`src/rtl/uart_cmd_parser_if.sv`:
```
// Bundle of the byte streams and register port around uart_cmd_parser.
// The parser side is the master; the UART and register file side is the slave.
interface uart_cmd_parser_if;
   logic [7:0] RX_DATA;
   logic       RX_VLD;
   logic       RX_FRAME_ERROR;
   logic       RX_PARITY_ERROR;
   logic [7:0] TX_DATA;
   logic       TX_VLD;
   logic       TX_RDY;
   logic [7:0] REG_ADDR;
   logic [7:0] REG_WDATA;
   logic       REG_WE;
   logic       REG_RE;
   logic [7:0] REG_RDATA;

   modport master (
      input  RX_DATA, RX_VLD, RX_FRAME_ERROR, RX_PARITY_ERROR, TX_RDY, REG_RDATA,
      output TX_DATA, TX_VLD, REG_ADDR, REG_WDATA, REG_WE, REG_RE
   );

   modport slave (
      output RX_DATA, RX_VLD, RX_FRAME_ERROR, RX_PARITY_ERROR, TX_RDY, REG_RDATA,
      input  TX_DATA, TX_VLD, REG_ADDR, REG_WDATA, REG_WE, REG_RE
   );
endinterface

```
`src/rtl/uart_cmd_parser.sv`:
```
// Half-duplex UART register-access parser: assembles A5-framed commands,
// performs one register write/read, and answers with a 5A-framed response.
module uart_cmd_parser #(
   parameter int unsigned TIMEOUT_CYCLES = 500000
) (
   input  logic                CLK,
   input  logic                RST,
   uart_cmd_parser_if.master   bus,
   output logic                BUSY,
   output logic [7:0]          ERR_CNT
);

   localparam int TW = $clog2(TIMEOUT_CYCLES);

   typedef enum logic [2:0] {
      IDLE, GET_CMD, GET_ADDR, GET_DATA, GET_CHK, EXEC, READ_WAIT, SEND
   } state_t;

   state_t          state;
   logic [7:0]      cmd_q;
   logic [7:0]      status_q;
   logic [7:0]      rdata_q;
   logic [1:0]      idx;
   logic [TW-1:0]   tmo_cnt;

   logic clean_byte;
   logic bad_byte;
   logic in_get;
   logic tmo_hit;

   assign clean_byte = bus.RX_VLD && !bus.RX_FRAME_ERROR && !bus.RX_PARITY_ERROR;
   assign bad_byte   = bus.RX_VLD && (bus.RX_FRAME_ERROR || bus.RX_PARITY_ERROR);
   assign in_get     = (state == GET_CMD) || (state == GET_ADDR) ||
                       (state == GET_DATA) || (state == GET_CHK);
   // Timeout fires on the TIMEOUT_CYCLES-th consecutive cycle without an accepted byte.
   assign tmo_hit    = in_get && (tmo_cnt == TW'(TIMEOUT_CYCLES - 1));

   function automatic logic [7:0] sat_inc(input logic [7:0] v);
      return (v == 8'hFF) ? v : v + 8'd1;
   endfunction

   // NOTE: every register here is assigned with <= so all updates see the
   // pre-edge values; a blocking assignment would leak new values into later lines.
   always_ff @(posedge CLK) begin
      if (RST) begin
         state         <= IDLE;
         cmd_q         <= '0;
         status_q      <= '0;
         rdata_q       <= '0;
         idx           <= '0;
         tmo_cnt       <= '0;
         BUSY          <= 1'b0;
         ERR_CNT       <= '0;
         bus.TX_DATA   <= '0;
         bus.TX_VLD    <= 1'b0;
         bus.REG_ADDR  <= '0;
         bus.REG_WDATA <= '0;
         bus.REG_WE    <= 1'b0;
         bus.REG_RE    <= 1'b0;
      end else begin
         bus.REG_WE <= 1'b0;
         bus.REG_RE <= 1'b0;

         case (state)
            IDLE: begin
               if (bad_byte) begin
                  ERR_CNT <= sat_inc(ERR_CNT);
               end else if (clean_byte && bus.RX_DATA == 8'hA5) begin
                  state   <= GET_CMD;
                  BUSY    <= 1'b1;
                  tmo_cnt <= '0;
               end
            end

            GET_CMD, GET_ADDR, GET_DATA, GET_CHK: begin
               if (tmo_hit || bad_byte) begin
                  state   <= IDLE;
                  BUSY    <= 1'b0;
                  ERR_CNT <= sat_inc(ERR_CNT);
               end else if (clean_byte) begin
                  tmo_cnt <= '0;
                  case (state)
                     GET_CMD:  begin cmd_q         <= bus.RX_DATA; state <= GET_ADDR; end
                     GET_ADDR: begin bus.REG_ADDR  <= bus.RX_DATA; state <= GET_DATA; end
                     GET_DATA: begin bus.REG_WDATA <= bus.RX_DATA; state <= GET_CHK;  end
                     default: begin
                        // Frame is judged as the CHK byte lands so the strobe appears in EXEC.
                        state   <= EXEC;
                        rdata_q <= '0;
                        if (bus.RX_DATA != (cmd_q ^ bus.REG_ADDR ^ bus.REG_WDATA)) begin
                           status_q <= 8'h01;
                        end else if (cmd_q == 8'h01) begin
                           status_q   <= 8'h00;
                           bus.REG_WE <= 1'b1;
                        end else if (cmd_q == 8'h02) begin
                           status_q   <= 8'h00;
                           bus.REG_RE <= 1'b1;
                        end else begin
                           status_q <= 8'h02;
                        end
                     end
                  endcase
               end else begin
                  tmo_cnt <= tmo_cnt + 1'b1;
               end
            end

            EXEC: begin
               if (bus.REG_RE) begin
                  state <= READ_WAIT;
               end else begin
                  state       <= SEND;
                  idx         <= '0;
                  bus.TX_VLD  <= 1'b1;
                  bus.TX_DATA <= 8'h5A;
               end
            end

            READ_WAIT: begin
               rdata_q     <= bus.REG_RDATA;
               state       <= SEND;
               idx         <= '0;
               bus.TX_VLD  <= 1'b1;
               bus.TX_DATA <= 8'h5A;
            end

            SEND: begin
               if (bus.TX_VLD && bus.TX_RDY) begin
                  if (idx == 2'd3) begin
                     state      <= IDLE;
                     BUSY       <= 1'b0;
                     bus.TX_VLD <= 1'b0;
                  end else begin
                     idx <= idx + 2'd1;
                     case (idx)
                        2'd0:    bus.TX_DATA <= status_q;
                        2'd1:    bus.TX_DATA <= rdata_q;
                        default: bus.TX_DATA <= status_q ^ rdata_q;
                     endcase
                  end
               end
            end

            default: state <= IDLE;
         endcase
      end
   end

endmodule

```
`src/flat_wrapper.sv`:
```
// flat-port wrapper written by rule: the top's interface ports become plain ports
module uart_cmd_parser_flat 
#(
   parameter int unsigned TIMEOUT_CYCLES = 500000
)
  (CLK, RST, BUSY, ERR_CNT, bus_RX_DATA, bus_RX_VLD, bus_RX_FRAME_ERROR, bus_RX_PARITY_ERROR, bus_TX_RDY, bus_REG_RDATA, bus_TX_DATA, bus_TX_VLD, bus_REG_ADDR, bus_REG_WDATA, bus_REG_WE, bus_REG_RE);
  uart_cmd_parser_if bus_i ();
  input  logic CLK;
  input  logic RST;
  output logic BUSY;
  output logic [7:0] ERR_CNT;
  input wire logic [$bits(bus_i.RX_DATA)-1:0] bus_RX_DATA;
  input wire logic [$bits(bus_i.RX_VLD)-1:0] bus_RX_VLD;
  input wire logic [$bits(bus_i.RX_FRAME_ERROR)-1:0] bus_RX_FRAME_ERROR;
  input wire logic [$bits(bus_i.RX_PARITY_ERROR)-1:0] bus_RX_PARITY_ERROR;
  input wire logic [$bits(bus_i.TX_RDY)-1:0] bus_TX_RDY;
  input wire logic [$bits(bus_i.REG_RDATA)-1:0] bus_REG_RDATA;
  output wire logic [$bits(bus_i.TX_DATA)-1:0] bus_TX_DATA;
  output wire logic [$bits(bus_i.TX_VLD)-1:0] bus_TX_VLD;
  output wire logic [$bits(bus_i.REG_ADDR)-1:0] bus_REG_ADDR;
  output wire logic [$bits(bus_i.REG_WDATA)-1:0] bus_REG_WDATA;
  output wire logic [$bits(bus_i.REG_WE)-1:0] bus_REG_WE;
  output wire logic [$bits(bus_i.REG_RE)-1:0] bus_REG_RE;
  assign bus_i.RX_DATA = bus_RX_DATA;
  assign bus_i.RX_VLD = bus_RX_VLD;
  assign bus_i.RX_FRAME_ERROR = bus_RX_FRAME_ERROR;
  assign bus_i.RX_PARITY_ERROR = bus_RX_PARITY_ERROR;
  assign bus_i.TX_RDY = bus_TX_RDY;
  assign bus_i.REG_RDATA = bus_REG_RDATA;
  assign bus_TX_DATA = bus_i.TX_DATA;
  assign bus_TX_VLD = bus_i.TX_VLD;
  assign bus_REG_ADDR = bus_i.REG_ADDR;
  assign bus_REG_WDATA = bus_i.REG_WDATA;
  assign bus_REG_WE = bus_i.REG_WE;
  assign bus_REG_RE = bus_i.REG_RE;
  uart_cmd_parser #(.TIMEOUT_CYCLES(TIMEOUT_CYCLES)) u_core (.CLK(CLK), .RST(RST), .bus(bus_i), .BUSY(BUSY), .ERR_CNT(ERR_CNT));
endmodule
```
`config.mk`:
```
export PLATFORM = sky130hd
export DESIGN_NAME = uart_cmd_parser_flat
export DESIGN_NICKNAME = d
export VERILOG_FILES = /design/src/rtl/uart_cmd_parser_if.sv /design/src/rtl/uart_cmd_parser.sv /design/src/flat_wrapper.sv
export SDC_FILE = /design/constraint.sdc
export NUM_CORES = 1
export LEC_CHECK = 0
export ABC_CLOCK_PERIOD_IN_PS = 5000
export BUFFER_PORTS_ARGS = -buffer_cell sky130_fd_sc_hd__buf_2
export CORE_MARGIN = 1.5
export CORE_UTILIZATION = 35
export DETAILED_ROUTE_END_ITERATION = 6
export PLACE_DENSITY = 0.5
export SYNTH_ARGS = -nofsm -noshare
export SYNTH_HDL_FRONTEND = slang
export SYNTH_SLANG_ARGS = --single-unit
```
`constraint.sdc`:
```
create_clock -name CLK -period 5 [get_ports CLK]
set_clock_uncertainty 0.1 [all_clocks]
set_input_delay 0.25 -clock CLK [delete_from_list [all_inputs] [get_ports CLK]]
set_output_delay 0.25 -clock CLK [all_outputs]
set_load 0.02 [all_outputs]
```
==> summary.md <==
| Metric | Value |
|---|---|
| Critical Path RT | 5.16 ns |
| All-Layer GR Usage | 19.5% |
| Yosys Warn Count | 0 |
| Final Hold Viols | 0 |
| Worst reg2reg endpoint | u_core.tmo_cnt[0] |
| Slew @ Worst Pin | 1.14 ns |
| Number of synthesized flops with an enable pin | 0 |
| Cell Count, Final, Fillers Out | 705 |
| Max-cap violations | 0 |
| Largest net degree at the start of global routing | 59 |
| Fill count | 1180 |
| #FFs+latches synth | 78 |
| Top cells by area, synth | dfxtp_1, a21oi_1, nand3_1 |
| Reg-to-reg slack, setup | 2.22 ns |
| CP Data Arrival Time | 2.95 ns |
| # setup viols final | 0 |
| Syn nets | 541 |
| CP Class | flop to flop |
| Critical Path Sink Type | flop |
| Post-Syn Area | 4190 sq um |
| Most frequent cell after synthesis | dfxtp_1 |
| Worst Setup Start Kind | flop |
| Area Overhead vs Synth | 16.5% |
| Post-synth top area cell | dfxtp_1 |
| Clock slew at reported path FFs | 0.06 ns |
| Crit path max fanout | 17 |
| Post-DR vias/cell | 5.69 |
| Cts hold-fix bufs | 0 |
| Final Power | 0.00142 W |
| Synth unique cells | 61 |
| CTS tree | done |
| Pre-Repair DR Iteration Count | 7 |
| First-pass GRT wire length | 19.4 mm |
| Core Rows | 39 |
| Final worst path period need | 2.78 ns |
| Hold Worst Slack | 0.0965 ns |
| Resize count post-CTS | 0 |
| Asr flop ratio synth | 0% |
| Initial antenna violation count | 0 |
| Pwr/cell area | 292 nW/um^2 |
| Chip height | 112 um |
| Post-Place Worst Slack | 2.13 ns |
| Vias in the first global route | 3692 |
| DRC Markers | 3 |
| Diodes inserted | 0 |
| Layout cells sized above 1 | 15.8% |
| RSZ-0062 raised after global routing | no |
| # IOs | 58 |
| Total core area | 11600 sq um |
| Hpwl dp | 8.01 mm |
| Critical path capture point | u_core.tmo_cnt[0] |
| Post-CTS Setup Bufs | 0 |
| Status | complete, but fails checks |
| Clock latency on the worst-skew pair | 0.35 ns |
| Deepest clock path buffer count | 2 |
| Top cells by instance count after synthesis | dfxtp_1, a21oi_1, nand3_1, o21ai_0, nor2_1 |
| Die ar. | 12600 sq um |
| Vias | 4012 |
| Worst vdd ir | 0.163 mV |
| Leak | 1.70 nW |
| Reg2Reg Depth | 6 |
| Failing checks | design-rule violations |
| Top FF cell, synth | dfxtp_1 |
| Hold crit path type | input port to flop |
| Fmax | 359 MHz |
| Die width | 112 um |
| Final period utilization | 55.7% |
| Slew HR | 23.1% |
| Mapped Cells | 514 |
| Sequential share of the synthesized area | 37.3% |
| Area of the multi-input gates | 2480 sq um |
| Clk root buf | clkbuf_16 |
| PortBufs | 57 |
| Post-Syn Area per Cell | 8.14 sq um |
| Dpl cells | 689 |
| Gr ovfl total | 0 |
| Post-Route WL | 11.6 mm |
| Setup crit start | u_core.state[2] |
| WL per Instance | 16.4 um |
| Share of the synthesized area in the top cell type | 37.3% |
| CTS Buf Count | 9 |
| Final net count | 584 |
| FF/Latch Area | 1560 sq um |
| Worst r2r src | u_core.state[2] |
| Initial Utilization | 36.2% |
| CTS Sinks | 78 |
| Iter 0 DRT Violations | 282 |
| Setup total negative slack | 0 ns |
| ANT nets after route | 0 |
| Max Slew Vio Count | 0 |
| Placer Congestion | 0.840 |
| PnR worst setup slack | 2.22 ns |
| H-tree levels | 3 |
==> power by group <==
group	total, W	internal (W)	leakage, nW	switching, W
clock network	0.000678	0.000414	0.146	0.000265
logic	0.000108	0.0000381	0.922	0.0000702
registers	0.000637	0.000626	0.628	0.0000106
total	0.00142	0.00108	1.70	0.000345
==> per-layer routing <==
layer	share of wire (%)	global-route usage (%)	vias to the layer above	wire [um]
li1	-	-	2005	-
met1	47	25.7	1909	5440
met4	1.7	8.61	0	199
met5	0	0	-	0
met2	47	31.0	84	5420
met3	4.3	4.10	14	502
==> worst max-delay path, cell delays in order (launching register included) <==
cell and delay, ns:
dfxtp_1 0.66, or3_4 0.26, nor4_2 0.05, buf_4 0.21, nor2_1 0.67, nand2_1 0.47
nor3_1 0.27
==> cells in the final DEF (no fill, tap or decap), types with 3 or more instances in the layout <==
| cell | n |
|---|---|
| nor2_1 | 26 |
| inv_1 | 6 |
| buf_4 | 6 |
| or4_1 | 5 |
| nand3_1 | 48 |
| a311oi_1 | 3 |
| nand2_1 | 25 |
| nor3_1 | 16 |
| buf_2 | 57 |
| clkbuf_16 | 9 |
| or3_1 | 5 |
| o21a_1 | 4 |
| or2_2 | 3 |
| mux2i_1 | 5 |
| nor2b_1 | 8 |
| xnor2_1 | 19 |
| o2111ai_1 | 4 |
| ha_1 | 5 |
| o21ai_0 | 38 |
| nor3b_1 | 3 |
| nor4b_1 | 5 |
| a22oi_1 | 9 |
| xor2_1 | 11 |
| nand3b_1 | 8 |
| and3_1 | 5 |
| and2_1 | 5 |
| o31ai_1 | 5 |
| nand4_1 | 6 |
| dfxtp_1 | 78 |
| a21oi_1 | 58 |
| a32oi_1 | 6 |
| nor4_1 | 9 |
| o211ai_1 | 11 |
| nand2b_1 | 7 |
==> kinds of logic after synthesis <==
kind of cell | Yosys count | synth area share (%)
buf+inv | 38 | 3.65
flops | 78 | 37.3
mux | 6 | 1.46
simple gates | 199 | 26.7
fa+ha+maj | 5 | 1.49
compound gates | 158 | 23.2
xor+xnor | 30 | 6.28
==> worst min-delay path by stage <==
| stage | from | endpoint | slack, ns | cells after the start |
|---|---|---|---|---|
| after global placement | u_core.bus.TX_DATA[2] | u_core.bus.TX_DATA[2] | 0.34 | 2 |
| after global routing | bus_REG_RDATA[5] | u_core.rdata_q[5] | 0.10 | 3 |
| final | bus_REG_RDATA[5] | u_core.rdata_q[5] | 0.1 | 3 |
| after floorplan | bus_RX_DATA[0] | u_core.bus.REG_ADDR[0] | 0.30 | 2 |
| after detailed placement | u_core.bus.TX_DATA[2] | u_core.bus.TX_DATA[2] | 0.34 | 2 |
| after CTS | bus_REG_RDATA[5] | u_core.rdata_q[5] | 0.08 | 3 |
==> sequential cells by signal, indices dropped and copies added, names as in the netlist <==
name	count
u_core.tmo_cnt	19
u_core.ERR_CNT	8
u_core.bus.REG_ADDR	8
u_core.bus.REG_WDATA	8
u_core.bus.TX_DATA	8
u_core.cmd_q	8
u_core.rdata_q	8
u_core.state	3
u_core.idx	2
u_core.status_q	2
u_core.BUSY	1
u_core.bus.REG_RE	1
u_core.bus.REG_WE	1
u_core.bus.TX_VLD	1
==> area by class of cell <==
type                    instances  area share, %
clock buffers                  13           5.34
clock inverters                 3          0.872
inverters                       7          0.539
multi-input cells             398           50.8
flip-flops and latches         78           32.0
well taps                     143           3.67
repair buffers                 63           6.77
==> metrics by stage <==
stage               cell area, sq um  util (%)
floorplan                       4190         -
global placement                4570      39.5
detailed placement              4570      39.5
CTS                             4880      42.2
global route                    4880      42.2
finish                          4880      42.2
(Power assumes the default switching activity.)
